`src/rtl/mem_port_arbiter.sv`:
```
// mem_port_arbiter
// Shares one asynchronous-read / synchronous-write memory port between
// instruction fetch (IF) and load/store (LS). At most one access is granted
// per cycle. LS has priority, and a starvation counter forces an IF grant
// after STARVE_LIMIT consecutive IF losses. Returned data and alignment
// errors are captured into one response slot per requester.
//
// Ports:
//   clk, rst                       clock, synchronous active-high reset
//   if_req_* / if_rsp_*            fetch request (valid/addr/ready) and response slot
//   ls_req_* / ls_rsp_*            load/store request and response slot
//   mem_rd_addr, mem_wr_addr       memory addresses
//   mem_wr_data, mem_wr_en         memory write data and strobe
//   mem_funct3                     access size for the memory
//   mem_rd_data, mem_error         combinational read data, {store_mis, load_mis}
module mem_port_arbiter #(
    parameter int unsigned MEM_WIDTH    = 15,
    parameter int unsigned MLEN         = 32,
    parameter int unsigned STARVE_LIMIT = 4
) (
    input  logic                 clk,
    input  logic                 rst,
    input  logic                 if_req_valid,
    input  logic [MEM_WIDTH-1:0] if_req_addr,
    output logic                 if_req_ready,
    output logic                 if_rsp_valid,
    output logic [MLEN-1:0]      if_rsp_data,
    output logic                 if_rsp_error,
    input  logic                 if_rsp_ready,
    input  logic                 ls_req_valid,
    input  logic                 ls_req_we,
    input  logic [MEM_WIDTH-1:0] ls_req_addr,
    input  logic [MLEN-1:0]      ls_req_wdata,
    input  logic [2:0]           ls_req_funct3,
    output logic                 ls_req_ready,
    output logic                 ls_rsp_valid,
    output logic [MLEN-1:0]      ls_rsp_data,
    output logic                 ls_rsp_error,
    input  logic                 ls_rsp_ready,
    output logic [MEM_WIDTH-1:0] mem_rd_addr,
    output logic [MEM_WIDTH-1:0] mem_wr_addr,
    output logic [MLEN-1:0]      mem_wr_data,
    output logic                 mem_wr_en,
    output logic [2:0]           mem_funct3,
    input  logic [MLEN-1:0]      mem_rd_data,
    input  logic [1:0]           mem_error
);

    localparam int unsigned CntW = (STARVE_LIMIT < 1) ? 1 : $clog2(STARVE_LIMIT + 1);
    localparam logic [CntW-1:0] Limit = CntW'(STARVE_LIMIT);

    logic            if_elig, ls_elig, force_if, if_gnt, ls_gnt;
    logic [CntW-1:0] starve_cnt_d, starve_cnt_q;
    logic            if_rsp_valid_d, if_rsp_valid_q;
    logic [MLEN-1:0] if_rsp_data_d, if_rsp_data_q;
    logic            if_rsp_error_d, if_rsp_error_q;
    logic            ls_rsp_valid_d, ls_rsp_valid_q;
    logic [MLEN-1:0] ls_rsp_data_d, ls_rsp_data_q;
    logic            ls_rsp_error_d, ls_rsp_error_q;

    // A requester may only be granted if its slot is free or being drained this cycle.
    always_comb begin
        if_elig  = if_req_valid && (!if_rsp_valid_q || if_rsp_ready);
        ls_elig  = ls_req_valid && (!ls_rsp_valid_q || ls_rsp_ready);
        force_if = (starve_cnt_q == Limit) && if_elig;
        if_gnt   = !rst && (force_if || (if_elig && !ls_elig));
        ls_gnt   = !rst && ls_elig && !force_if;
    end

    assign if_req_ready = if_gnt;
    assign ls_req_ready = ls_gnt;

    // Memory port drive; idle values keep the port quiet when nothing is granted.
    always_comb begin
        mem_rd_addr = '0;
        mem_wr_addr = '0;
        mem_wr_data = '0;
        mem_wr_en   = 1'b0;
        mem_funct3  = 3'b010;
        if (ls_gnt) begin
            mem_funct3 = ls_req_funct3;
            if (ls_req_we) begin
                mem_wr_addr = ls_req_addr;
                mem_wr_data = ls_req_wdata;
                mem_wr_en   = 1'b1;
            end else begin
                mem_rd_addr = ls_req_addr;
            end
        end else if (if_gnt) begin
            mem_rd_addr = if_req_addr;
        end
    end

    // Counts consecutive cycles an eligible IF lost to LS; saturates at the limit.
    always_comb begin
        starve_cnt_d = starve_cnt_q;
        if (if_gnt || !if_req_valid) begin
            starve_cnt_d = '0;
        end else if (if_elig && ls_gnt && (starve_cnt_q != Limit)) begin
            starve_cnt_d = starve_cnt_q + CntW'(1);
        end
    end

    always_comb begin
        if_rsp_valid_d = if_rsp_valid_q;
        if_rsp_data_d  = if_rsp_data_q;
        if_rsp_error_d = if_rsp_error_q;
        if (if_gnt) begin
            if_rsp_valid_d = 1'b1;
            if_rsp_data_d  = mem_rd_data;
            if_rsp_error_d = mem_error[0];
        end else if (if_rsp_ready) begin
            if_rsp_valid_d = 1'b0;
        end
    end

    always_comb begin
        ls_rsp_valid_d = ls_rsp_valid_q;
        ls_rsp_data_d  = ls_rsp_data_q;
        ls_rsp_error_d = ls_rsp_error_q;
        if (ls_gnt) begin
            ls_rsp_valid_d = 1'b1;
            // Stores return zero data and report the store-misaligned flag.
            ls_rsp_data_d  = ls_req_we ? '0 : mem_rd_data;
            ls_rsp_error_d = ls_req_we ? mem_error[1] : mem_error[0];
        end else if (ls_rsp_ready) begin
            ls_rsp_valid_d = 1'b0;
        end
    end

    always_ff @(posedge clk) begin
        if (rst) begin
            starve_cnt_q   <= '0;
            if_rsp_valid_q <= 1'b0;
            if_rsp_data_q  <= '0;
            if_rsp_error_q <= 1'b0;
            ls_rsp_valid_q <= 1'b0;
            ls_rsp_data_q  <= '0;
            ls_rsp_error_q <= 1'b0;
        end else begin
            starve_cnt_q   <= starve_cnt_d;
            if_rsp_valid_q <= if_rsp_valid_d;
            if_rsp_data_q  <= if_rsp_data_d;
            if_rsp_error_q <= if_rsp_error_d;
            ls_rsp_valid_q <= ls_rsp_valid_d;
            ls_rsp_data_q  <= ls_rsp_data_d;
            ls_rsp_error_q <= ls_rsp_error_d;
        end
    end

    assign if_rsp_valid = if_rsp_valid_q;
    assign if_rsp_data  = if_rsp_data_q;
    assign if_rsp_error = if_rsp_error_q;
    assign ls_rsp_valid = ls_rsp_valid_q;
    assign ls_rsp_data  = ls_rsp_data_q;
    assign ls_rsp_error = ls_rsp_error_q;

endmodule

```
`config.mk`:
```
export PLATFORM = sky130hd
export DESIGN_NAME = mem_port_arbiter
export DESIGN_NICKNAME = d
export VERILOG_FILES = /design/src/rtl/mem_port_arbiter.sv
export SDC_FILE = /design/constraint.sdc
export NUM_CORES = 1
export LEC_CHECK = 0
export CELL_PAD_IN_SITES_DETAIL_PLACEMENT = 2
export CELL_PAD_IN_SITES_GLOBAL_PLACEMENT = 2
export CORE_MARGIN = 3
export CORE_UTILIZATION = 17
export DETAILED_ROUTE_END_ITERATION = 7
export GPL_TIMING_DRIVEN = 0
export MAX_ROUTING_LAYER = met4
export PLACE_DENSITY_LB_ADDON = 0.08
export REMOVE_ABC_BUFFERS = 1
export SYNTH_ARGS = -nofsm -noshare
export SYNTH_HDL_FRONTEND = slang
export SYNTH_SLANG_ARGS = --single-unit
```
`constraint.sdc`:
```
create_clock -name clk -period 2.9 [get_ports clk]
set_input_delay 0.87 -clock clk [delete_from_list [all_inputs] [get_ports clk]]
set_output_delay 0.87 -clock clk [all_outputs]
set_load 0.02 [all_outputs]
```
== After elaboration in Yosys (flattened, before gate mapping) ==
Index checks and enable logic that the tools add are counted.

* Word-level logic and storage cells: 48
* Output and inout bits: 136
* Bits of input ports: 106
* Bits in registers: 71

* Eq/ne operators: 2
* Reductions and logical operators: 22
* Muxes and demuxes: 16
* Add/subtract/negate cells: 1

{| class="wikitable"
|+ Operators with widths
! kind !! number
|-
| 2-to-1 mux 32 bit || 3
|-
| 2-to-1 mux 15 bit || 5
|-
| logical AND 1 bit || 9
|-
| 2-to-1 mux 1 bit || 7
|-
| zero test 1 bit || 6
|-
| logical OR 1 bit || 4
|-
| nonzero test 2 bit || 2
|-
| adder 3 x 1 -> 3 bit (second input constant) || 1
|-
| equality test 3 bit (second input constant) || 1
|-
| 2-to-1 mux 3 bit || 1
|-
| inequality test 3 bit (second input constant) || 1
|-
| OR reduction 2 bit || 1
|}

== Longest topological paths before layout ==
Gate-level depths: netlist of run 1.

* Depth in word-level cells: 9
* Gate-level depth with buffers: 10

== Worst setup path before layout of run 1 ==
Ideal clock, no wire load.

* Path kind: input port to output port
* From: input port rst
* To: output port mem_rd_addr[10]
* Slack: -39 ps
* Buffers on the path: 3
* Cell stages on the path: 7
* Arrival time: 2069 ps
* Cell sequence: buf_2 -> nand2b_4 -> a311o_1 -> buf_6 -> clkinv_4 -> buf_2 -> a22o_1

* Word-level cells in the longest chain between the ends: 4

{| class="wikitable"
|+ Ends and longest elaborated chain
! item !! line !! text
|-
| start: declaration || 22 || <nowiki>input logic rst,</nowiki>
|-
| zero test 1 bit * || 66, 67 ||
|-
| logical AND 1 bit (on tied branches) || 66, 67 ||
|-
| 2-to-1 mux 15 bit or logical AND 1 bit (tied branches) || 89, 67 ||
|-
| 2-to-1 mux 15 bit * || 80 || <nowiki>if (ls_gnt) begin</nowiki>
|-
| end: declaration || 40 || <nowiki>output logic [MEM_WIDTH-1:0] mem_rd_addr,</nowiki>
|}

Every way passes the cells marked *; elsewhere a longest branch is shown, timed or not.

== Worst setup path after layout of run 1 ==
* From: input port ls_rsp_ready
* To: output port mem_wr_data[16]

* Word-level cells in the longest chain between the ends: 5

{| class="wikitable"
|+ Ends and longest elaborated chain
! item !! line !! text
|-
| start: declaration || 39 || <nowiki>input logic ls_rsp_ready,</nowiki>
|-
| logical OR 1 bit || 64 || <nowiki>ls_elig = ls_req_valid && (!ls_rsp_valid_q || ls_rsp_ready);</nowiki>
|-
| logical AND 1 bit || 64 ||
|-
| logical AND 1 bit (2 in series) || 67 || <nowiki>ls_gnt = !rst && ls_elig && !force_if;</nowiki>
|-
| 2-to-1 mux 32 bit || 80 ||
|-
| end: declaration || 42 || <nowiki>output logic [MLEN-1:0] mem_wr_data,</nowiki>
|}

Every way passes these cells.

==> results of run 1 <==
[where the power goes]
part	switching, mW	internal [mW]
combinational	0.326	0.336
clock	0.412	0.799
sequential	0.0195	1.01
total	0.757	2.15
[final timing paths]
path / endpoint / cells after the start / startpoint
setup / recovery: mem_wr_data[16] / 9 / ls_rsp_ready
hold / removal: if_rsp_data[29] / 2 / if_rsp_data[29]
setup reg to reg: ls_rsp_data[20] / 7 / starve_cnt_q[0]
hold reg to reg: if_rsp_data[29] / 2 / if_rsp_data[29]
[final cells by class]
cell class                      instances  share of cell area (%)
Clock buffer                           13                    3.98
Clock inverter                          3                   0.995
Inverter                                5                   0.995
Multi-Input combinational cell        290                    26.0
Sequential cell                        71                    21.7
Tap cell                              229                    4.38
Timing Repair Buffer                  270                    40.2
Timing Repair inverter                  6                    1.70
[state kept, by name, indices dropped and copies added (netlist names)]
name / flops
if_rsp_data: 32
ls_rsp_data: 32
starve_cnt_q: 3
if_rsp_error: 1
if_rsp_valid: 1
ls_rsp_error: 1
ls_rsp_valid: 1
[worst max-delay path, cell delays in order]
cell and delay [ns]:
buf_6 0.09, nand2b_4 0.15, buf_12 0.13, o2111ai_4 0.10
buf_6 0.14, buf_12 0.17, inv_16 0.08, and3_1 0.19
buf_2 0.17
[logic make-up after synthesis]
family                     synth area share, %
and+or+nand+nor                           31.6
AOI/OAI and AO/OA                         16.4
DFF                                       43.9
buffers and inverters                     6.99
adders and majority gates                0.773
muxes                                    0.309
[per-layer routing]
metal | global-route usage, % | part of all wire [%] | routed length [microns]
met1 | 21.9 | 39 | 7890
met2 | 35.1 | 52 | 10300
met3 | 6.55 | 8.1 | 1620
met4 | 3.57 | 0.77 | 153
met5 | - | 0 | 0
[metrics by stage]
stage | cells | setup WS, ns | instance area (sq um)
after global placement | 835 | -5.40 | 5730
after detailed placement | 838 | -2.41 | 5800
final | 887 | -0.0917 | 6540
after global routing | 887 | -0.133 | 6540
after floorplan | 365 | -1.07 | 3040
after CTS | 888 | -0.115 | 6470
[layout by cell type, fill, tap and decap left out, types with 2 or more instances in the layout]
| cell | instances |
|---|---|
| clkinv_16 | 2 |
| and2_1 | 4 |
| clkinv_8 | 2 |
| nand2_1 | 102 |
| inv_16 | 3 |
| clkbuf_1 | 2 |
| buf_12 | 3 |
| buf_2 | 26 |
| bufinv_16 | 2 |
| nand2b_1 | 2 |
| clkdlybuf4s50_1 | 167 |
| and3_1 | 38 |
| nor3b_1 | 2 |
| nand2b_4 | 2 |
| nand4_1 | 2 |
| buf_16 | 3 |
| clkbuf_8 | 2 |
| and3_4 | 9 |
| buf_6 | 20 |
| bufbuf_16 | 3 |
| clkbuf_16 | 9 |
| dfxtp_1 | 71 |
| a21oi_1 | 68 |
| a22o_1 | 15 |
| o21ai_0 | 3 |
| nand3b_1 | 32 |
| buf_4 | 47 |
[timing repair]
action | in CTS | in global routing
pin swaps | 18 | 7
gates cloned | 11 | 0
buffers inserted | 23 | 2
endpoints found under the setup margin | 133 | 67
gates resized for setup | 376 | 39
==> impl_metrics.tcl, run 1 <==
set metrics [dict create \
    status "finished, violations left" \
    violations "negative setup slack" \
    firstDrtPassIters 4 \
    fin_ws_ns -0.0917 \
    clock_skew_ns 0.00610 \
    slew_violations 0 \
    worst-r2r-setup-slack_ns 0.69 \
    synth_commonest_cells "nand2_1, dfxtp_1, a21oi_1" \
    first_iter_violations 111 \
    die_w_microns 144 \
    irDropWorstVdd_uv 235 \
    synth_cells 404 \
    async_flop_share_pct 0 \
    numCtsBuffers 9 \
    crit_type "input port to output port" \
    cts.sinks 71 \
    synth_edf_count 0 \
    antenna_found_initial 0 \
    power.density_mw_per_mm2 444 \
    max_cap_viol_count 0 \
    num_vias 4061 \
    core_sq_mm 0.0183 \
    synth_top_cell_area_share_pct 43.9 \
    rsz0062_at_grt "true" \
    yosys.area.top_type "dfxtp_1" \
    dp_hpwl_microns 12700 \
    path_clk_slew_ns 0.06 \
    ios 242 \
    fmax_mhz 334 \
    whs_ns 0.456 \
    syn_area_sq_mm 0.00324 \
    area_growth_pct 102 \
    crit_path_end_kind "output port" \
    cts_max_level 3 \
    drcViolationCount 0 \
    rows 49 \
    numPortBuffers 241 \
    diodes 0 \
    start_kind "input port" \
    clock_path_buffers 2 \
    synth.most_common_cell "nand2_1" \
    die_area_sq_mm 0.0207 \
    min_period_ns 2.99 \
    slew_headroom_pct 18.7 \
    regArea_sq_mm 0.00142 \
    min_path_type "flip-flop to flip-flop" \
    finalHoldViolations 0 \
    yosysWarnings 0 \
    wire_per_inst_microns 22.5 \
    ys_seq_area_share_pct 43.9 \
    worstPathMaxFanout 21 \
    synth_ff_type "dfxtp_1" \
    place_congestion 0.759 \
    synth_area_leaders "dfxtp_1, nand2_1, a21oi_1" \
    insertion_delay_ns 0.33 \
    cp.required_ns 2.03 \
    antenna_left 0 \
    worst_pin_slew_ns 1.22 \
    setup-tns-final_ns -3.71 \
    synth_seq_cells 71 \
    total_power_mw 2.90 \
    power_leakage_nw 2.66 \
    ys_types 28 \
    die_h_microns 144 \
    finalSetupViolCount 65 \
    hold_buffers 0 \
    grt_overflow 0 \
    totalWireLength_microns 20000 \
    cts_tree "built" \
    grtUsageTotal_pct 19.8 \
    routed_via_density 4.58 \
    fin_crit_sh_pct 103 \
    initial_utilization_pct 17.7 \
    grt_pass1_vias 4641 \
    grt_pass1_wl_microns 29400 \
    critPathArrivalTime_ns 2.12 \
    nets 761 \
    fillers 2037 \
    grt_max_degree 50 \
    drive_above_1_share_pct 22.2 \
    clockRootBuffer "clkbuf_16" \
    postSynthAreaPerCell_sq_um 8.02 \
    multi_input_area_sq_mm 0.00170 \
    final_core_util_pct 35.7 \
]
Power figures use the tool's default switching activity.
==> run 2: changes to the inputs <==
SLEW_MARGIN = 25   (was default)
==> run 2 against run 1 <==
- the run still ends with negative setup slack left
- clock-buffer cell count decreased by 1
- clock power fell by 7%
- cell area increased by 10%
==> impl_metrics.tcl, run 2 (same netlist as run 1, synthesis figures left out) <==
set metrics [dict create \
    grt_max_degree 58 \
    numPortBuffers 241 \
    clock_path_buffers 2 \
    power_leakage_nw 2.77 \
    drive_above_1_share_pct 30.5 \
    fillers 1966 \
    routed_via_density 4.63 \
    max_cap_viol_count 0 \
    min_path_type "flip-flop to flip-flop" \
    power.density_mw_per_mm2 402 \
    first_iter_violations 96 \
    status "finished, violations left" \
    violations "negative setup slack" \
    core_sq_mm 0.0183 \
    insertion_delay_ns 0.33 \
    crit_path_end_kind "output port" \
    clockRootBuffer "clkbuf_16" \
    grt_pass1_wl_microns 30000 \
    firstDrtPassIters 4 \
    diodes 0 \
    start_kind "input port" \
    cts_max_level 3 \
    grtUsageTotal_pct 20.2 \
    min_period_ns 2.99 \
    ios 242 \
    fin_ws_ns -0.0934 \
    setup-tns-final_ns -4.77 \
    drcViolationCount 0 \
    initial_utilization_pct 17.7 \
    finalSetupViolCount 66 \
    rsz0062_at_grt "true" \
    antenna_found_initial 0 \
    die_area_sq_mm 0.0207 \
    clock_skew_ns 0.00807 \
    totalWireLength_microns 20600 \
    antenna_left 0 \
    place_congestion 0.759 \
    grt_pass1_vias 4815 \
    path_clk_slew_ns 0.06 \
    irDropWorstVdd_uv 232 \
    num_vias 4172 \
    mostFrequentLayoutCell "clkdlybuf4s50_1" \
    cts.sinks 71 \
    grt_overflow 0 \
    fmax_mhz 334 \
    hold_buffers 0 \
    fin_crit_sh_pct 103 \
    whs_ns 0.456 \
    cp.required_ns 2.03 \
    rows 49 \
    nets 776 \
    slew_violations 0 \
    die_w_microns 144 \
    worst_pin_slew_ns 0.340 \
    numCtsBuffers 9 \
    die_h_microns 144 \
    critPathArrivalTime_ns 2.12 \
    finalHoldViolations 0 \
    wire_per_inst_microns 22.9 \
    area_growth_pct 123 \
    final_cell_mix "clkdlybuf4s50_1, nand2_1, buf_6" \
    slew_headroom_pct 77.3 \
    cts_tree "built" \
    worstPathMaxFanout 8 \
    dp_hpwl_microns 13000 \
    crit_type "input port to output port" \
]
run 2: cell count changes in the layout (fill, tap and decap cells not counted), moves of 17 or more:
| cell | delta |
|---|---|
| and3_1 | -38 |
| buf_4 | -17 |
| buf_6 | +51 |
| buf_2 | -26 |
| and3_4 | +38 |
run 2: power breakdown:
part,total (mW),switching [mW],leakage (nW),internal (mW)
Clock,1.12,0.416,0.145,0.707
Combinational,0.752,0.345,2.04,0.407
Sequential,1.03,0.0198,0.577,1.01
run 2: repair_timing:
action,CTS,global route
setup endpoints to repair,78,68
gates cloned,13,1
gates resized for setup,487,52
pin swaps,11,37
setup buffers,32,6
run 2: critical path, stage by stage:
cell and delay, ns:
buf_8 0.08, nand3_4 0.07, o2111ai_4 0.28, clkbuf_16 0.23, clkinv_16 0.08, clkbuf_16 0.18, and3_4 0.18, buf_6 0.12
run 2: layout make-up:
class                   instances  area, sq um  share of cell area [%]
clock inverters                 3         42.5                   0.589
clock buffers                  12          256                    3.55
flip-flops and latches         71         1420                    19.7
multi-input cells             289         1890                    26.1
repair inverters                4         71.3                   0.987
well taps                     229          287                    3.97
inverters                       5         78.8                    1.09
repair buffers                288         3180                    44.0
run 2: metrics by stage:
step / power, mW / util, % / area [sq um] / instances / setup WS, ns
finish: 2.91 / 39.4 / 7220 / 901 / -0.0934
global route: 3.04 / 39.4 / 7220 / 901 / -0.143
CTS: 2.94 / 38.4 / 7050 / 900 / -0.215
detailed placement: 1.65 / 32.1 / 5890 / 841 / -1.76
global placement: 1.61 / 31.3 / 5730 / 835 / -5.40
floorplan: 1.24 / - / 3040 / 365 / -1.07
run 2: path summary, 6_finish.rpt:
kind | from | end | slack [ns] | depth (start not counted)
setup reg to reg | starve_cnt_q[1] | if_rsp_data[21] | 0.92 | 9
hold / removal | if_rsp_data[29] | if_rsp_data[29] | 0.46 | 2
hold reg to reg | if_rsp_data[29] | if_rsp_data[29] | 0.46 | 2
setup / recovery | if_req_valid | mem_wr_addr[10] | -0.09 | 8
run 2: per-layer routing:
| metal | up-vias | GRT usage [%] | part of all wire, % |
|---|---|---|---|
| met4 | 0 | 4.76 | 1.3 |
| li1 | 1916 | - | - |
| met3 | 15 | 6.61 | 8.0 |
| met2 | 157 | 35.6 | 52 |
| met1 | 2084 | 21.9 | 39 |
| met5 | - | - | 0 |
